==> src/rtl/game_step_scheduler_if.sv <==
// Handshake bundle between the input decoder / board core and game_step_scheduler.
// master drives buttons and core events; slave (the scheduler) returns step timing.
interface game_step_scheduler_if #(
    parameter int DIR_Q_DEPTH = 2
);
    localparam int QW = $clog2(DIR_Q_DEPTH) + 1;

    logic          start_req;
    logic          pause_btn;
    logic          dir_valid;
    logic [1:0]    dir_in;
    logic          dot_eaten;
    logic          crash;
    logic          step;
    logic [1:0]    step_dir;
    logic [1:0]    state;
    logic [30:0]   period;
    logic [QW-1:0] q_count;

    modport master (
        output start_req, pause_btn, dir_valid, dir_in, dot_eaten, crash,
        input  step, step_dir, state, period, q_count
    );

    modport slave (
        input  start_req, pause_btn, dir_valid, dir_in, dot_eaten, crash,
        output step, step_dir, state, period, q_count
    );
endinterface

==> src/rtl/game_step_scheduler.sv <==
// Snake game sequencer: game FSM, step timer, buffered turn queue and speed ramp.
// Define PAUSE_EN to enable the pause_btn RUN<->PAUSE toggle; otherwise pause_btn is ignored.
module game_step_scheduler #(
    parameter int START_SPEED = 2500000,
    parameter int MIN_SPEED   = 500000,
    parameter int DIR_Q_DEPTH = 2
) (
    input logic                  clk,
    input logic                  hard_reset,
    game_step_scheduler_if.slave bus
);
    localparam int AW = $clog2(DIR_Q_DEPTH);
    localparam int QW = AW + 1;

    typedef enum logic [1:0] {IDLE = 2'd0, RUN = 2'd1, PAUSE = 2'd2, OVER = 2'd3} state_t;

    state_t        st_q, st_d;
    logic [30:0]   cnt_q, period_q, period_dec, period_sub, period_nxt;
    logic [32:0]   prod;
    logic [1:0]    cur_dir_q, ref_dir, step_dir;
    logic [1:0]    mem_q [DIR_Q_DEPTH];
    logic [AW-1:0] rd_ptr_q, wr_ptr_q;
    logic [QW-1:0] count_q;
    logic          pause_hit, due, step, pop, push, restart, active;

`ifdef PAUSE_EN
    assign pause_hit = bus.pause_btn;
`else
    logic unused_pause;
    assign unused_pause = bus.pause_btn;
    assign pause_hit    = 1'b0;
`endif

    assign active  = (st_q == RUN) || (st_q == PAUSE);
    assign restart = ((st_q == IDLE) || (st_q == OVER)) && bus.start_req;
    // >= so a period shortened below the running count still steps at once
    assign due     = (st_q == RUN) && (cnt_q >= period_q - 31'd1);

    always_ff @(posedge clk) begin
        if (hard_reset) st_q <= IDLE;
        else            st_q <= st_d;
    end

    always_comb begin
        st_d = st_q;
        case (st_q)
            IDLE, OVER: if (bus.start_req) st_d = RUN;
            RUN:        if (bus.crash) st_d = OVER; else if (pause_hit) st_d = PAUSE;
            PAUSE:      if (bus.crash) st_d = OVER; else if (pause_hit) st_d = RUN;
            default:    st_d = IDLE;
        endcase
    end

    // Crash and a pause toggle both swallow a due step; the count is held for resume.
    always_comb begin
        step     = due && !bus.crash && !pause_hit && !hard_reset;
        pop      = step && (count_q != '0);
        step_dir = pop ? mem_q[rd_ptr_q] : cur_dir_q;
    end

    assign bus.step     = step;
    assign bus.step_dir = step_dir;
    assign bus.state    = st_q;
    assign bus.period   = period_q;
    assign bus.q_count  = count_q;

    // Compare against the newest queued turn so a burst of presses cannot reverse the snake.
    always_comb begin
        ref_dir = (count_q != '0) ? mem_q[wr_ptr_q - AW'(1)] : cur_dir_q;
        push    = active && bus.dir_valid && (count_q != QW'(DIR_Q_DEPTH)) &&
                  (bus.dir_in != ref_dir) && (bus.dir_in != (ref_dir ^ 2'd2));
    end

    always_comb begin
        prod       = {2'b00, period_q} * 33'd3;
        period_dec = 31'(prod >> 8);
        period_sub = period_q - period_dec;
        period_nxt = (period_sub < 31'(MIN_SPEED)) ? 31'(MIN_SPEED) : period_sub;
    end

    always_ff @(posedge clk) begin
        if (hard_reset || restart) begin
            cnt_q     <= '0;
            period_q  <= 31'(START_SPEED);
            cur_dir_q <= 2'd0;
            rd_ptr_q  <= '0;
            wr_ptr_q  <= '0;
            count_q   <= '0;
        end else begin
            if (st_q == RUN && !bus.crash && !pause_hit)
                cnt_q <= due ? '0 : cnt_q + 31'd1;
            if (st_q == RUN && bus.dot_eaten && !bus.crash)
                period_q <= period_nxt;
            if (step)
                cur_dir_q <= step_dir;
            if (push) begin
                mem_q[wr_ptr_q] <= bus.dir_in;
                wr_ptr_q        <= wr_ptr_q + AW'(1);
            end
            if (pop)
                rd_ptr_q <= rd_ptr_q + AW'(1);
            case ({push, pop})
                2'b10:   count_q <= count_q + QW'(1);
                2'b01:   count_q <= count_q - QW'(1);
                default: count_q <= count_q;
            endcase
        end
    end
endmodule
==> src/flat_wrapper.sv <==
// flat-port wrapper written by rule: the top's interface ports become plain ports
module game_step_scheduler_flat 
#(
    parameter int START_SPEED = 2500000,
    parameter int MIN_SPEED   = 500000,
    parameter int DIR_Q_DEPTH = 2
)
  (clk, hard_reset, bus_start_req, bus_pause_btn, bus_dir_valid, bus_dir_in, bus_dot_eaten, bus_crash, bus_step, bus_step_dir, bus_state, bus_period, bus_q_count);
  game_step_scheduler_if #(.DIR_Q_DEPTH(DIR_Q_DEPTH)) bus_i ();
  input logic clk;
  input logic hard_reset;
  input wire logic [$bits(bus_i.start_req)-1:0] bus_start_req;
  input wire logic [$bits(bus_i.pause_btn)-1:0] bus_pause_btn;
  input wire logic [$bits(bus_i.dir_valid)-1:0] bus_dir_valid;
  input wire logic [$bits(bus_i.dir_in)-1:0] bus_dir_in;
  input wire logic [$bits(bus_i.dot_eaten)-1:0] bus_dot_eaten;
  input wire logic [$bits(bus_i.crash)-1:0] bus_crash;
  output wire logic [$bits(bus_i.step)-1:0] bus_step;
  output wire logic [$bits(bus_i.step_dir)-1:0] bus_step_dir;
  output wire logic [$bits(bus_i.state)-1:0] bus_state;
  output wire logic [$bits(bus_i.period)-1:0] bus_period;
  output wire logic [$bits(bus_i.q_count)-1:0] bus_q_count;
  assign bus_i.start_req = bus_start_req;
  assign bus_i.pause_btn = bus_pause_btn;
  assign bus_i.dir_valid = bus_dir_valid;
  assign bus_i.dir_in = bus_dir_in;
  assign bus_i.dot_eaten = bus_dot_eaten;
  assign bus_i.crash = bus_crash;
  assign bus_step = bus_i.step;
  assign bus_step_dir = bus_i.step_dir;
  assign bus_state = bus_i.state;
  assign bus_period = bus_i.period;
  assign bus_q_count = bus_i.q_count;
  game_step_scheduler #(.START_SPEED(START_SPEED), .MIN_SPEED(MIN_SPEED), .DIR_Q_DEPTH(DIR_Q_DEPTH)) u_core (.clk(clk), .hard_reset(hard_reset), .bus(bus_i));
endmodule
==> config.mk <==
export PLATFORM = sky130hd
export DESIGN_NAME = game_step_scheduler_flat
export DESIGN_NICKNAME = d
export VERILOG_FILES = /design/src/rtl/game_step_scheduler_if.sv /design/src/rtl/game_step_scheduler.sv /design/src/flat_wrapper.sv
export SDC_FILE = /design/constraint.sdc
export NUM_CORES = 1
export LEC_CHECK = 0
export ABC_AREA = 1
export CORE_ASPECT_RATIO = 0.6
export CORE_MARGIN = 5
export CORE_UTILIZATION = 40
export DETAILED_ROUTE_END_ITERATION = 7
export MAX_ROUTING_LAYER = met4
export PLACE_DENSITY = 0.58
export SLEW_MARGIN = 20
export SYNTH_ARGS = -nofsm -noshare
export SYNTH_HDL_FRONTEND = slang
export SYNTH_SLANG_ARGS = --single-unit
==> constraint.sdc <==
create_clock -name clk -period 5.3 [get_ports clk]
set_clock_uncertainty 0.1 [all_clocks]
set_input_delay 1.06 -clock clk [delete_from_list [all_inputs] [get_ports clk]]
set_output_delay 1.06 -clock clk [all_outputs]
set_load 0.01 [all_outputs]
# --- Word-level counts from Yosys, hierarchy flattened ---
# Memory sizes are Yosys's and may differ from the RTL's. A register that Yosys moved wholly into a read port is not among the register bits.
# Cells that the tools add are included.
op_classes:
  n_addsub: 8
  mul: 1
  magnitude_cmp: 2
  n_eq_ne: 10
  mux: 13
  bitwise_logic: 1
  n_reduce_logical: 23
ops:
  columns: ["cell", "n"]
  rows:
  - ["$mux 31", 2]
  - ["$mul 31x2->33 const B", 1]
  - ["$add 31x1->31 const B", 1]
  - ["$ge 31x31->1", 1]
  - ["$lt 31x19->1 const B", 1]
  - ["$sub 31x1->31 const B", 1]
  - ["$sub 31x25->31", 1]
  - ["$logic_and 1x1->1", 12]
  - ["$mux 2", 4]
  - ["$pmux 2 s2", 2]
  - ["$eq 2x2->1 const B", 3]
  - ["$mux 1", 5]
  - ["$eq 2x1->1 const B", 2]
  - ["$ne 2x2->1", 2]
  - ["$ne 2x2->1 const B", 2]
  - ["$reduce_bool 2->1", 2]
  - ["$reduce_or 2->1", 2]
  - ["$logic_or 1x1->1", 3]
  - ["$add 1x1->1 const B", 2]
  - ["$add 2x1->2 const B", 1]
  - ["$logic_not 1->1", 2]
  - ["$logic_not 2->1", 1]
  - ["$ne 2x1->1 const B", 1]
  - ["$reduce_and 2->1", 1]
  - ["other kinds (3)", 3]
word_totals:
  register_bits: 70
  ram_bits: 4
  inputBits: 9
  word_cells: 66
  n_memories: 1
mem_list:
  columns: ["memory", "depth", "width", "rd", "rd_clocked_by_memory_dff", "wr", "line_no", "source"]
  rows:
  - ["u_core.mem_q", 2, 2, 2, 1, 1, "game_step_scheduler.sv:21", "logic [1:0] mem_q [DIR_Q_DEPTH];"]

# --- Logic depth before layout (Yosys ltp) ---
# Gate-level depths: netlist (run 1).
depth:
  depth_word: 9
  depth_mapped: 31
  ltp_nobuf: 31

# --- Worst setup path before layout (run 1) ---
# OpenSTA, ideal clock, no wires.
synth_timing:
  path_kind: "reg2out"
  startpoint: "reg u_core.period_q[3], in the netlist u_core.bus.period[3]"
  endpoint: "out bus_step_dir[1]"
  arrival_ns: 3.380
  required_ns: 4.140
  path_slack_ns: 0.760
  path_stages_with_launch: 26
  path_buffers: 0
  path_cell_list: "dfxtp_1 -> inv_1 -> ha_1 -> inv_1 -> o21ai_1 -> a21boi_0 -> o21ai_1 -> nor2_1 -> nand2_1 -> a21oi_2 -> o21bai_1 -> a21oi_1 -> xor2_1 -> ha_1 -> nand3_1 -> inv_1 -> nand2_1 -> o211ai_1 -> a21oi_1 -> nand3_1 -> nand2_1 -> inv_1 -> nand2_1 -> inv_1 -> nand2_1 -> nand2_1"
synth_between:
  elab_chain_cells: 7
synth_rtl:
  columns: ["item", "line_no", "source"]
  rows:
  - ["start, declared", "game_step_scheduler.sv:18", "logic [30:0] cnt_q, period_q, period_dec, period_sub, period_nxt;"]
  - ["start signal, assigned", "game_step_scheduler.sv:84", "period_q <= 31'(START_SPEED);"]
  - ["start signal, assigned", "game_step_scheduler.sv:93", "period_q <= period_nxt;"]
  - ["$sub 31x1->31", "game_step_scheduler.sv:37", "assign due = (st_q == RUN) && (cnt_q >= period_q - 31'd1);"]
  - ["$ge 31x31->1", "game_step_scheduler.sv:37", null]
  - ["$logic_and 1x1->1", "game_step_scheduler.sv:37", null]
  - ["$logic_and 1x1->1 (2 in series)", "game_step_scheduler.sv:56", "step = due && !bus.crash && !pause_hit && !hard_reset;"]
  - ["net bus_step", "flat_wrapper.sv:18", "output wire logic [$bits(bus_i.step)-1:0] bus_step;"]
  - ["$logic_and 1x1->1", "game_step_scheduler.sv:57", "pop = step && (count_q != '0);"]
  - ["net u_core.pop", "game_step_scheduler.sv:24", "logic pause_hit, due, step, pop, push, restart, active;"]
  - ["$mux 2", "game_step_scheduler.sv:58", "step_dir = pop ? mem_q[rd_ptr_q] : cur_dir_q;"]
  - ["end, declared", "flat_wrapper.sv:19", "output wire logic [$bits(bus_i.step_dir)-1:0] bus_step_dir;"]
# The timed path passes the listed nets, and every way through them passes these cells.

# --- Worst setup path after layout (run 1) ---
layout_timing:
  startpoint: "reg u_core.period_q[1], in the netlist u_core.bus.period[1]"
  endpoint: "out bus_step_dir[1]"
layout_between:
  elab_chain_cells: 7
layout_rtl:
  columns: ["item", "line_no"]
  rows:
  - ["$sub 31x1->31", "game_step_scheduler.sv:37"]
  - ["$ge 31x31->1", "game_step_scheduler.sv:37"]
  - ["$logic_and 1x1->1", "game_step_scheduler.sv:37"]
  - ["$logic_and 1x1->1 (2 in series)", "game_step_scheduler.sv:56"]
  - ["$logic_and 1x1->1", "game_step_scheduler.sv:57"]
  - ["$mux 2", "game_step_scheduler.sv:58"]
# No other way between the ends.

==> results of run 1 <==
-- synthesized netlist by cell type, types with 6 or more instances --
| master | number |
|---|---|
| o21bai_1 | 7 |
| o211ai_1 | 7 |
| ha_1 | 136 |
| nor2_1 | 114 |
| xor2_1 | 64 |
| nand4_1 | 22 |
| nor2_2 | 9 |
| nand2_1 | 408 |
| xnor2_1 | 16 |
| nor3b_1 | 6 |
| a21oi_1 | 128 |
| nand3_1 | 58 |
| o21ai_0 | 43 |
| dfxtp_1 | 71 |
| clkbuf_1 | 7 |
| inv_1 | 197 |
| nor3_1 | 25 |
-- logic make-up after synthesis --
group                      count (synthesis)
xor gates and xnor gates                  80
AOI/OAI and AO/OA                        209
DFF                                       75
buffers and inverters                    214
and+or+nand+nor                          662
muxes                                      1
adders and majority gates                137
-- final cells by class --
cell class / count / share of cell area
Clock buffer: 9 / 0.02201
Timing Repair Buffer: 94 / 0.07925
Multi-Input combinational cell: 1089 / 0.6314
Clock inverter: 7 / 0.009050
Inverter: 200 / 0.07338
Sequential cell: 75 / 0.1508
Tap cell: 279 / 0.03412
-- layout by cell type (no fill, tap or decap), drive strengths merged, types with 5 or more instances in the layout --
cell and count:
dfxtp 71, nor3b 6, nor3 27, clkdlybuf4s50 42
nand2 412, buf 50, clkinv 5, o21a 5
nor2 125, nand3 61, xor2 64, a21oi 131
a31oi 5, xnor2 16, o21bai 7, clkbuf 10
o211ai 7, ha 136, inv 197, nand4 22
o21ai 46
-- layer usage --
metal  up-vias  routed length (um)
met5         -                   0
met4         0                 212
met3        17                1704
met2       232               10430
met1      4058               15240
li1       4624                   -
-- through the flow --
stage                     instance area, um2  TNS [ns]  instances  hold WS, ns
after floorplan                         8717         0       1378       0.3474
after global placement                  9768         0       1732       0.3564
after detailed placement                9768         0       1732       0.3669
after CTS                              10120         0       1749       0.3764
after global routing                   10230  -0.03507       1753       0.3928
final                                  10230         0       1753       0.3702
-- flip-flops by register name, indices dropped and copies added, names as in the netlist, named ones only --
register	cells
u_core.rd_ptr_q	1
u_core.mem_q	4
u_core.cnt_q	31
u_core.bus.q_count	2
u_core.bus.state	2
u_core.cur_dir_q	2
u_core.bus.period	31
u_core.wr_ptr_q	1
-- timing repair --
action / 4_1_cts / 5_1_grt
setup buffers: 1 / 4
pin swaps: 5 / 9
endpoints found under the setup margin: 3 / 20
resized for setup: 11 / 31
-- power by group through the flow --
stage,Sequential [uW],Clock (uW),Combinational (uW)
after floorplan,607,0,426
after global placement,599,0,616
after detailed placement,599,0,618
after CTS,586,693,626
after global routing,587,721,717
final,586,673,642
-- critical path: cells and delay by family, from the launching register on --
family                   cells  cell delay [ns]
AND/OR/NAND/NOR             12             1.02
AO/OA/AOI/OAI                7             0.96
buffers and inverters        7             0.55
adder cells (fa/ha/maj)      2             0.40
flip-flops                   1             0.31
XOR/XNOR                     1             0.20
-- worst max-delay path by stage --
stage / from / endpoint
6_report: u_core.bus.period[1] / bus_step_dir[1]
5_1_grt: u_core.bus.period[1] / bus_step_dir[1]
4_1_cts: u_core.bus.period[1] / bus_step_dir[1]
3_5_place_dp: u_core.bus.period[1] / bus_step_dir[1]
3_3_place_gp: u_core.bus.period[1] / bus_step_dir[0]
2_1_floorplan: u_core.bus.period[3] / bus_step_dir[1]
==> metrics.txt, run 1 <==
vias in the first global route=8,061; crit path DAT=3.80 ns; EDFF count, synth=4; worst hold path type=reg -> reg; Reg power frac=0.308; core region area=21,240 um2; mean routed wirelength per cell=15.73 um; # setup viols final=0; Slew headroom=0.2993; Synth Area in Simple Gates=0.3186; routability cong.=0.9462; GR Util All Layers=0.2213; Synth Area in Adders=0.1975; residual DRC count=0; initial antenna violation count=0; worst path required time=4.14 ns; most numerous cell on the critical path=nand2_1; met1 Use GR=0.3464; sequential area share after synthesis=0.1768; Hold Crit Endpoint=u_core.cur_dir_q[1]; Cell Int Power=1207 uW; CP peak stage delay=0.31 ns; Post-synth top flop=dfxtp_1; multi-input logic area=6460 um2; CTS Buf Count=9; Slowest-stage cell, CP=dfxtp_1; final hold vios=0; Worst-path clk slew=0.06 ns; ys async rst share=0; Yosys reg bits=75; largest fanout on the critical path=4; H-tree depth=3; I/O Buffers=45; Post-DP HPWL=22,510 um; clock sinks=75; switch share=0.3654; Worst Setup Start Kind=flip-flop; worst reg-to-reg path cell count=27; net switching power=694.8 uW; Max Freq=201.5 MHz; worst r2r src=u_core.bus.period[5]; Die ar.=24,940 um2; fillers=2,236; RSZ-0062 raised after global routing=true; met3 Use GR=0.04085; Max clock buf depth=2; proportion of layout cells with a drive suffix above 1=0.07938; hold_buf cts=0; nets@finish=1,615; clock power share=0.354; Max Cap Violations=0; mapped cell area=8717 um2; ANT nets after route=0; drt via density=5.095; post-synthesis xor/xnor area fraction=0.08038; Clock Tree Root=clkbuf_16; met2 Resource Use GR=0.2929; Hold Path Depth=2; Die Y=124.4 um; critical path capture point type=output port; width of the die=200.6 um; Top Usage Layer GRT=met1; ranking of synthesized cells by area=ha_1, nand2_1, dfxtp_1, inv_1, a21oi_1; Area growth, synth to finish=17.37%; critical hold path startpoint=u_core.cur_dir_q[1]; Comb power frac=0.337; CTS tree=yes; flop2flop setup slack=0.39 ns; Critical R2R Capture=u_core.bus.period[13]; row cnt=41; DRT Wirelength=27,580 um; Final WS setup=0.3371 ns; starting density of the core=0.4105; Min Clock Period, post-route=4.963 ns; io pins=47; status=complete, no violations; Synth area leader=ha_1; via count=8,931; Leakage Power=0.004943 uW; post-synth cell types=45; First DRT Iteration DRCs=628; Final Max Tran Viols=0; Tcrit/Tclk final=0.9364; Worst-Margin Slew=1.049 ns; main combinational cell family by area after synthesis=simple AND/OR/NAND/NOR gates; Storage cell area=1543 um2; syn_area_per_cell=6.326 um2; crit path kind=reg -> out; n_diodes=0; largest net degree at the start of global routing=36; Post-Place Worst Slack=0.01086 ns; PwrDens=185.8 nW/um2; area fraction in compound gates after synthesis=0.1302; Post-Synthesis Cells=1,378; final core utilization=0.4817; Design Power=1901 uW; worst skew pair latency=0.36 ns; mux cell area share after synthesis=0.001292; first-pass GRT wire length=43,700 um; share of the synthesized area in the top cell type=0.1952; First-pass DRT Iterations=5; grt ovf=0; Yosys warning count=0; Max VDD drop=163.4 uV; post-synth net total=1,524
Power figures use the tool's default switching activity.
==> run 2: changes to the inputs <==
--- a/config.mk
+++ b/config.mk
@@ -5,9 +5,9 @@
 export SDC_FILE = /design/constraint.sdc
 export NUM_CORES = 1
 export LEC_CHECK = 0
-export ABC_AREA = 1
+export ABC_AREA = 0
 export CORE_ASPECT_RATIO = 0.6
-export CORE_MARGIN = 5
+export CORE_MARGIN = 10
 export CORE_UTILIZATION = 40
 export DETAILED_ROUTE_END_ITERATION = 7
 export MAX_ROUTING_LAYER = met4
==> constraint.sdc (replaced) <==
create_clock -name clk -period 5.2 [get_ports clk]
set_clock_uncertainty 0.1 [all_clocks]
set_input_delay 1.04 -clock clk [delete_from_list [all_inputs] [get_ports clk]]
set_output_delay 1.04 -clock clk [all_outputs]
set_load 0.01 [all_outputs]
==> run 2 against run 1 <==
The run now ends with setup timing left. Die area rose by 3.0%. Cell count fell by 15%. Setup slack got worse by 0.65 ns. Synthesized cell count fell by 29%. Combinational power rose by 27%. Non-clock buffer count rose by 170. Clock power fell by 3%. Total power rose by 8.6%. Sequential power rose by 2%. Critical endpoint is now u_core.bus.period[13]. Largest cell class unchanged.
==> metrics.txt, run 2 <==
mapped cell area=7804 um2; fillers=1,757; Worst Setup Start Kind=flip-flop; multi-input logic area=6384 um2; count leader, synth=ha_1; CTS tree=yes; share of the synthesized area in the top cell type=0.2181; post-synth net total=1,120; routability cong.=0.9184; Die Y=128.2 um; largest net degree at the start of global routing=22; Max Freq=181.3 MHz; Yosys reg bits=75; worst path required time=5.34 ns; critical path capture point type=flip-flop; ANT nets after route=0; Final Max Tran Viols=0; initial antenna violation count=0; core region area=19,080 um2; failing checks=setup timing; Tcrit/Tclk final=1.061; worst skew pair latency=0.35 ns; Worst-Margin Slew=0.8869 ns; First-pass DRT Iterations=5; Storage cell area=1569 um2; DRT Wirelength=25,450 um; final hold vios=0; Min Clock Period, post-route=5.517 ns; Max clock buf depth=2; ranking of synthesized cells by area=ha_1, dfxtp_1, xnor2_1, nor2_1, nand2_1; first-pass GRT wire length=40,570 um; grt ovf=0; EDFF count, synth=4; ys async rst share=0; width of the die=200.3 um; H-tree depth=3; row cnt=39; nets@finish=1,368; Non-Filler Instances=1,493; Yosys warning count=0; mean routed wirelength per cell=17.05 um; io pins=47; hold_ws=0.3699 ns; commonest non-fill, non-tap cells in the layout=buf_4, ha_1, nor2_1; hold_buf cts=0; CTS Buf Count=9; worst setup path start=u_core.bus.period[5]; RSZ-0062 raised after global routing=true; Clock Tree Root=clkbuf_16; Die ar.=25,680 um2; syn_area_per_cell=8.012 um2; n_diodes=0; Synth top cells by count=ha_1, nor2_1, nand2_1; status=finished, violations left; proportion of layout cells with a drive suffix above 1=0.2836; Worst-path clk slew=0.07 ns; Post-synth top flop=dfxtp_1; # setup viols final=22; post-synth cell types=71; PwrDens=189.3 nW/um2; GR Util All Layers=0.1994; Synth area leader=ha_1; crit path DAT=5.66 ns; sequential area share after synthesis=0.1975; Final WS setup=-0.3166 ns; via count=7,822; worst hold path type=reg -> reg; Leakage Power=0.004861 uW; placed insts=1,442; critical hold path startpoint=u_core.cur_dir_q[1]; worst r2r src=u_core.bus.period[5]; Slew headroom=0.4087; crit path kind=reg -> reg; Max VDD drop=129.1 uV; commonest non-fill, non-tap cell in the layout=buf_4; Area growth, synth to finish=39.84%; I/O Buffers=45; clock sinks=75; vias in the first global route=7,379; drt via density=5.239; Max Cap Violations=0; largest fanout on the critical path=7; Post-DP HPWL=19,770 um; residual DRC count=0; Post-Synthesis Cells=974; First DRT Iteration DRCs=707; starting density of the core=0.4090
-- run 2: changes by cell type after synthesis, moves of 9 or more --
cell      previous run  this run
nand2b_1             0        14
xor2_1              64        33
inv_1              197        58
a211oi_1             1        10
nand3_1             58        39
nand2_1            408        79
a21oi_1            128        53
clkbuf_1             7        18
xnor2_1             16        70
nor2b_1              0        18
and3_1               1        15
nor2_2               9         0
nor2_1             114        95
a21o_1               1        27
-- run 2: cell type report --
cell class | instances | share of cell area
clock inverter | 6 | 0.005847
tap | 266 | 0.03050
timing repair buffer | 264 | 0.1927
multi-input combinational | 813 | 0.5850
sequential | 75 | 0.1438
inverter | 59 | 0.02121
clock buffer | 10 | 0.02098
-- run 2: power by group --
part	internal (uW)	switching [uW]
Clock	374	280
Combinational	377	437
Sequential	588	8.96
Total	1340	726
-- run 2: critical path, stage by stage, from the launching register on --
cell      delay [ns]
dfxtp_4         0.36
inv_2           0.06
ha_1            0.31
a21o_1          0.19
a21oi_2         0.16
o21a_1          0.16
a21oi_2         0.08
a211o_1         0.32
buf_4           0.17
a211oi_2        0.23
nor2_1          0.09
nor2_1          0.16
o21bai_1        0.12
xnor2_2         0.19
ha_1            0.36
nand4_1         0.14
buf_4           0.17
nor2_2          0.17
a211oi_2        0.12
buf_4           0.17
o31ai_4         0.37
xor2_2          0.28
nor4b_4         0.08
and4_4          0.22
buf_4           0.14
o31a_4          0.15
o32a_1          0.34
-- run 2: layer usage --
layer,vias up,share of wire,wire (um),global-route usage
met2,235,0.38,9594,0.2597
li1,3951,-,-,-
met5,-,0,0,-
met4,0,0.011,285,0.04344
met1,3614,0.55,13970,0.3070
met3,22,0.063,1600,0.02827
-- run 2: what timing repair did --
action / CTS / global route
pin swaps: 42 / 37
setup buffers: 21 / 13
gates resized for setup: 75 / 40
gates cloned: 1 / 0
endpoints found under the setup margin: 22 / 25
-- run 2: worst paths after layout --
| check | endpoint | slack, ns | cells after the start |
|---|---|---|---|
| worst max-delay path | u_core.bus.period[13] | -0.32 | 26 |
| worst min-delay path | u_core.cur_dir_q[1] | 0.37 | 2 |
| worst max register to register | u_core.bus.period[13] | -0.32 | 26 |
| worst min register to register | u_core.cur_dir_q[1] | 0.37 | 2 |
-- run 2: kinds of logic (layout without fill, tap and decap cells) --
logic type | count (synthesis) | in the layout | share of synthesized area
adders and majority gates | 137 | 137 | 0.2206
muxes | 12 | 12 | 0.01603
AOI/OAI and AO/OA | 223 | 224 | 0.1948
DFF | 75 | 75 | 0.1975
buffers and inverters | 87 | 339 | 0.04505
and+or+nand+nor | 337 | 337 | 0.2104
xor gates and xnor gates | 103 | 103 | 0.1156
-- run 2: through the flow --
stage	util	area [um2]	worst slack (ns)	total power (uW)	setup TNS, ns
6_report	0.5720	10910	-0.3166	2066	-4.653
5_1_grt	0.5720	10910	-0.5457	2175	-9.636
4_1_cts	0.5558	10600	-0.2162	2019	-3.401
3_5_place_dp	0.5211	9943	-0.5998	1333	-8.960
3_3_place_gp	0.5211	9943	-0.5629	1325	-8.287
2_1_floorplan	-	7899	0.01426	1051	0
==> run 3: changes to the inputs <==
--- a/config.mk
+++ b/config.mk
@@ -7,9 +7,10 @@
 export LEC_CHECK = 0
 export ABC_AREA = 0
 export CORE_ASPECT_RATIO = 0.6
-export CORE_MARGIN = 10
+export CORE_MARGIN = 2
 export CORE_UTILIZATION = 40
 export DETAILED_ROUTE_END_ITERATION = 7
+export GPL_TIMING_DRIVEN = 1
 export MAX_ROUTING_LAYER = met4
 export PLACE_DENSITY = 0.58
 export SLEW_MARGIN = 20
==> run 3 against run 2 <==
The run still ends with setup timing left. Die area is 19% lower. Largest power group unchanged. Hold slack about the same. Sequential share of layout area down 0.14 points. First-iteration DRC count is 22% lower. Sequential power hardly changed. Global-route usage up 5.3 points. Clock power decreased by 3.8%. Non-clock buffer count grew 15. Critical path depth is the same. Largest cell class unchanged.
==> metrics.txt, run 3 (same netlist as run 2, synthesis figures left out) <==
initial antenna violation count=0; CTS Buf Count=9; final hold vios=0; grt ovf=0; row cnt=39; proportion of layout cells with a drive suffix above 1=0.2931; Post-Place Cell Area=10,060 um2; n_diodes=0; First DRT Iteration DRCs=553; Slew headroom=0.4210; commonest non-fill, non-tap cell in the layout=buf_4; Die Y=112.2 um; routability cong.=0.9481; vias in the first global route=7,334; PwrDens=184.9 nW/um2; worst path required time=5.30 ns; flop2flop setup slack=-0.38 ns; Final Max Tran Viols=0; # setup viols final=22; first-pass GRT wire length=39,540 um; clock sinks=75; I/O Buffers=45; residual DRC count=0; Leakage Power=0.004899 uW; Cell Int Power=1321 uW; Max clock buf depth=2; Worst-path clk slew=0.07 ns; Clock Tree Root=clkbuf_16; Comb power frac=0.398; status=finished, violations left; net switching power=716.6 uW; Post-DP HPWL=19,830 um; Die ar.=20,680 um2; Reg power frac=0.293; switch share=0.3516; starting density of the core=0.4090; post-route cell area=11,020 um2; hold_buf cts=0; First-pass DRT Iterations=5; GR Util All Layers=0.2527; crit path kind=reg -> reg; io pins=47; ANT nets after route=0; worst hold path type=reg -> reg; Max Cap Violations=0; fillers=1,742; Tcrit/Tclk final=1.074; crit path DAT=5.68 ns; Worst-Margin Slew=0.8685 ns; Area growth, synth to finish=41.22%; critical path capture point type=flip-flop; DRT Wirelength=25,110 um; mean routed wirelength per cell=16.65 um; RSZ-0062 raised after global routing=true; Worst Setup Start Kind=flip-flop; Storage cell area=1569 um2; worst skew pair latency=0.35 ns; largest fanout on the critical path=8; CTS tree=yes; via count=7,820; commonest non-fill, non-tap cells in the layout=buf_4, ha_1, nor2_1; Max Freq=179.1 MHz; core region area=19,080 um2; multi-input logic area=6381 um2; hold_ws=0.3697 ns; drt via density=5.186; total negative slack=-7.001 ns; Min Clock Period, post-route=5.583 ns; nets@finish=1,383; H-tree depth=3; Final WS setup=-0.3826 ns; Max VDD drop=132.3 uV; clock power share=0.309; largest net degree at the start of global routing=20; failing checks=setup timing; width of the die=184.3 um
==> run 3: changes by cell type in the layout (fill, tap and decap cells not counted), moves of 2 or more <==
cell	before	now
a21oi_2	9	11
nand2_2	1	3
nor3_2	2	4
buf_4	216	231
nor3_1	21	18
a21oi_1	43	41
==> run 3: repair_timing <==
item / in CTS / in global routing
buffers inserted: 29 / 5
resized for setup: 65 / 51
cloned: 1 / 0
endpoints found under the hold margin: 0 / 0
endpoints found under the setup margin: 22 / 31
pin swaps: 36 / 21
==> run 3: layout make-up <==
class	count	area share
inverters	59	0.02066
multi-input cells	813	0.5790
clock inverters	5	0.003065
clock buffers	11	0.02305
flip-flops and latches	75	0.1424
well taps	266	0.03020
repair buffers	279	0.2016
==> run 3: path summary, 6_finish.rpt <==
path,depth (start not counted),startpoint,end
worst min register to register,2,u_core.cur_dir_q[1],u_core.cur_dir_q[1]
worst max register to register,26,u_core.bus.period[4],u_core.bus.period[2]
worst max-delay path,26,u_core.bus.period[4],u_core.bus.period[2]
worst min-delay path,2,u_core.cur_dir_q[1],u_core.cur_dir_q[1]
==> run 3: worst max-delay path: stages (launching register included) <==
cell        delay, ns
dfxtp_4          0.36
clkinvlp_4       0.18
buf_6            0.18
ha_4             0.24
and3_4           0.18
nand3b_1         0.11
a21oi_2          0.19
a211o_1          0.25
nand2_2          0.13
a211o_1          0.33
a31oi_4          0.19
buf_4            0.14
buf_4            0.11
a21oi_1          0.07
ha_1             0.38
nand4_1          0.17
buf_4            0.18
or2_2            0.29
nand2b_1         0.17
and3_4           0.20
buf_4            0.13
nand2_1          0.05
mux2i_1          0.10
nor4_2           0.34
and4_4           0.31
o31a_4           0.25
o32ai_2          0.11
==> run 3: per-layer routing <==
metal	share of wire	track usage	wire [um]	up-vias
li1	-	-	-	3981
met1	0.56	0.3993	14060	3594
met2	0.36	0.3108	9056	229
met3	0.070	0.06424	1761	16
met4	0.0095	0.04693	239	0
met5	0	-	0	-
==> run 3: power groups by stage <==
| stage | logic [uW] | registers (uW) | clock network (uW) |
|---|---|---|---|
| 2_1_floorplan | 433 | 618 | 0 |
| 3_3_place_gp | 728 | 610 | 0 |
| 3_5_place_dp | 734 | 610 | 0 |
| 4_1_cts | 762 | 598 | 643 |
| 5_1_grt | 886 | 599 | 670 |
| 6_report | 811 | 598 | 629 |
==> run 3: through the flow <==
step / power, uW / instances / util / setup slack (ns)
6_report: 2038 / 1508 / 0.5776 / -0.3826
5_1_grt: 2155 / 1508 / 0.5776 / -0.6047
4_1_cts: 2002 / 1504 / 0.5631 / -0.2799
3_5_place_dp: 1344 / 1458 / 0.5274 / -0.6542
3_3_place_gp: 1338 / 1458 / 0.5274 / -0.5981
2_1_floorplan: 1051 / 974 / - / 0.01426
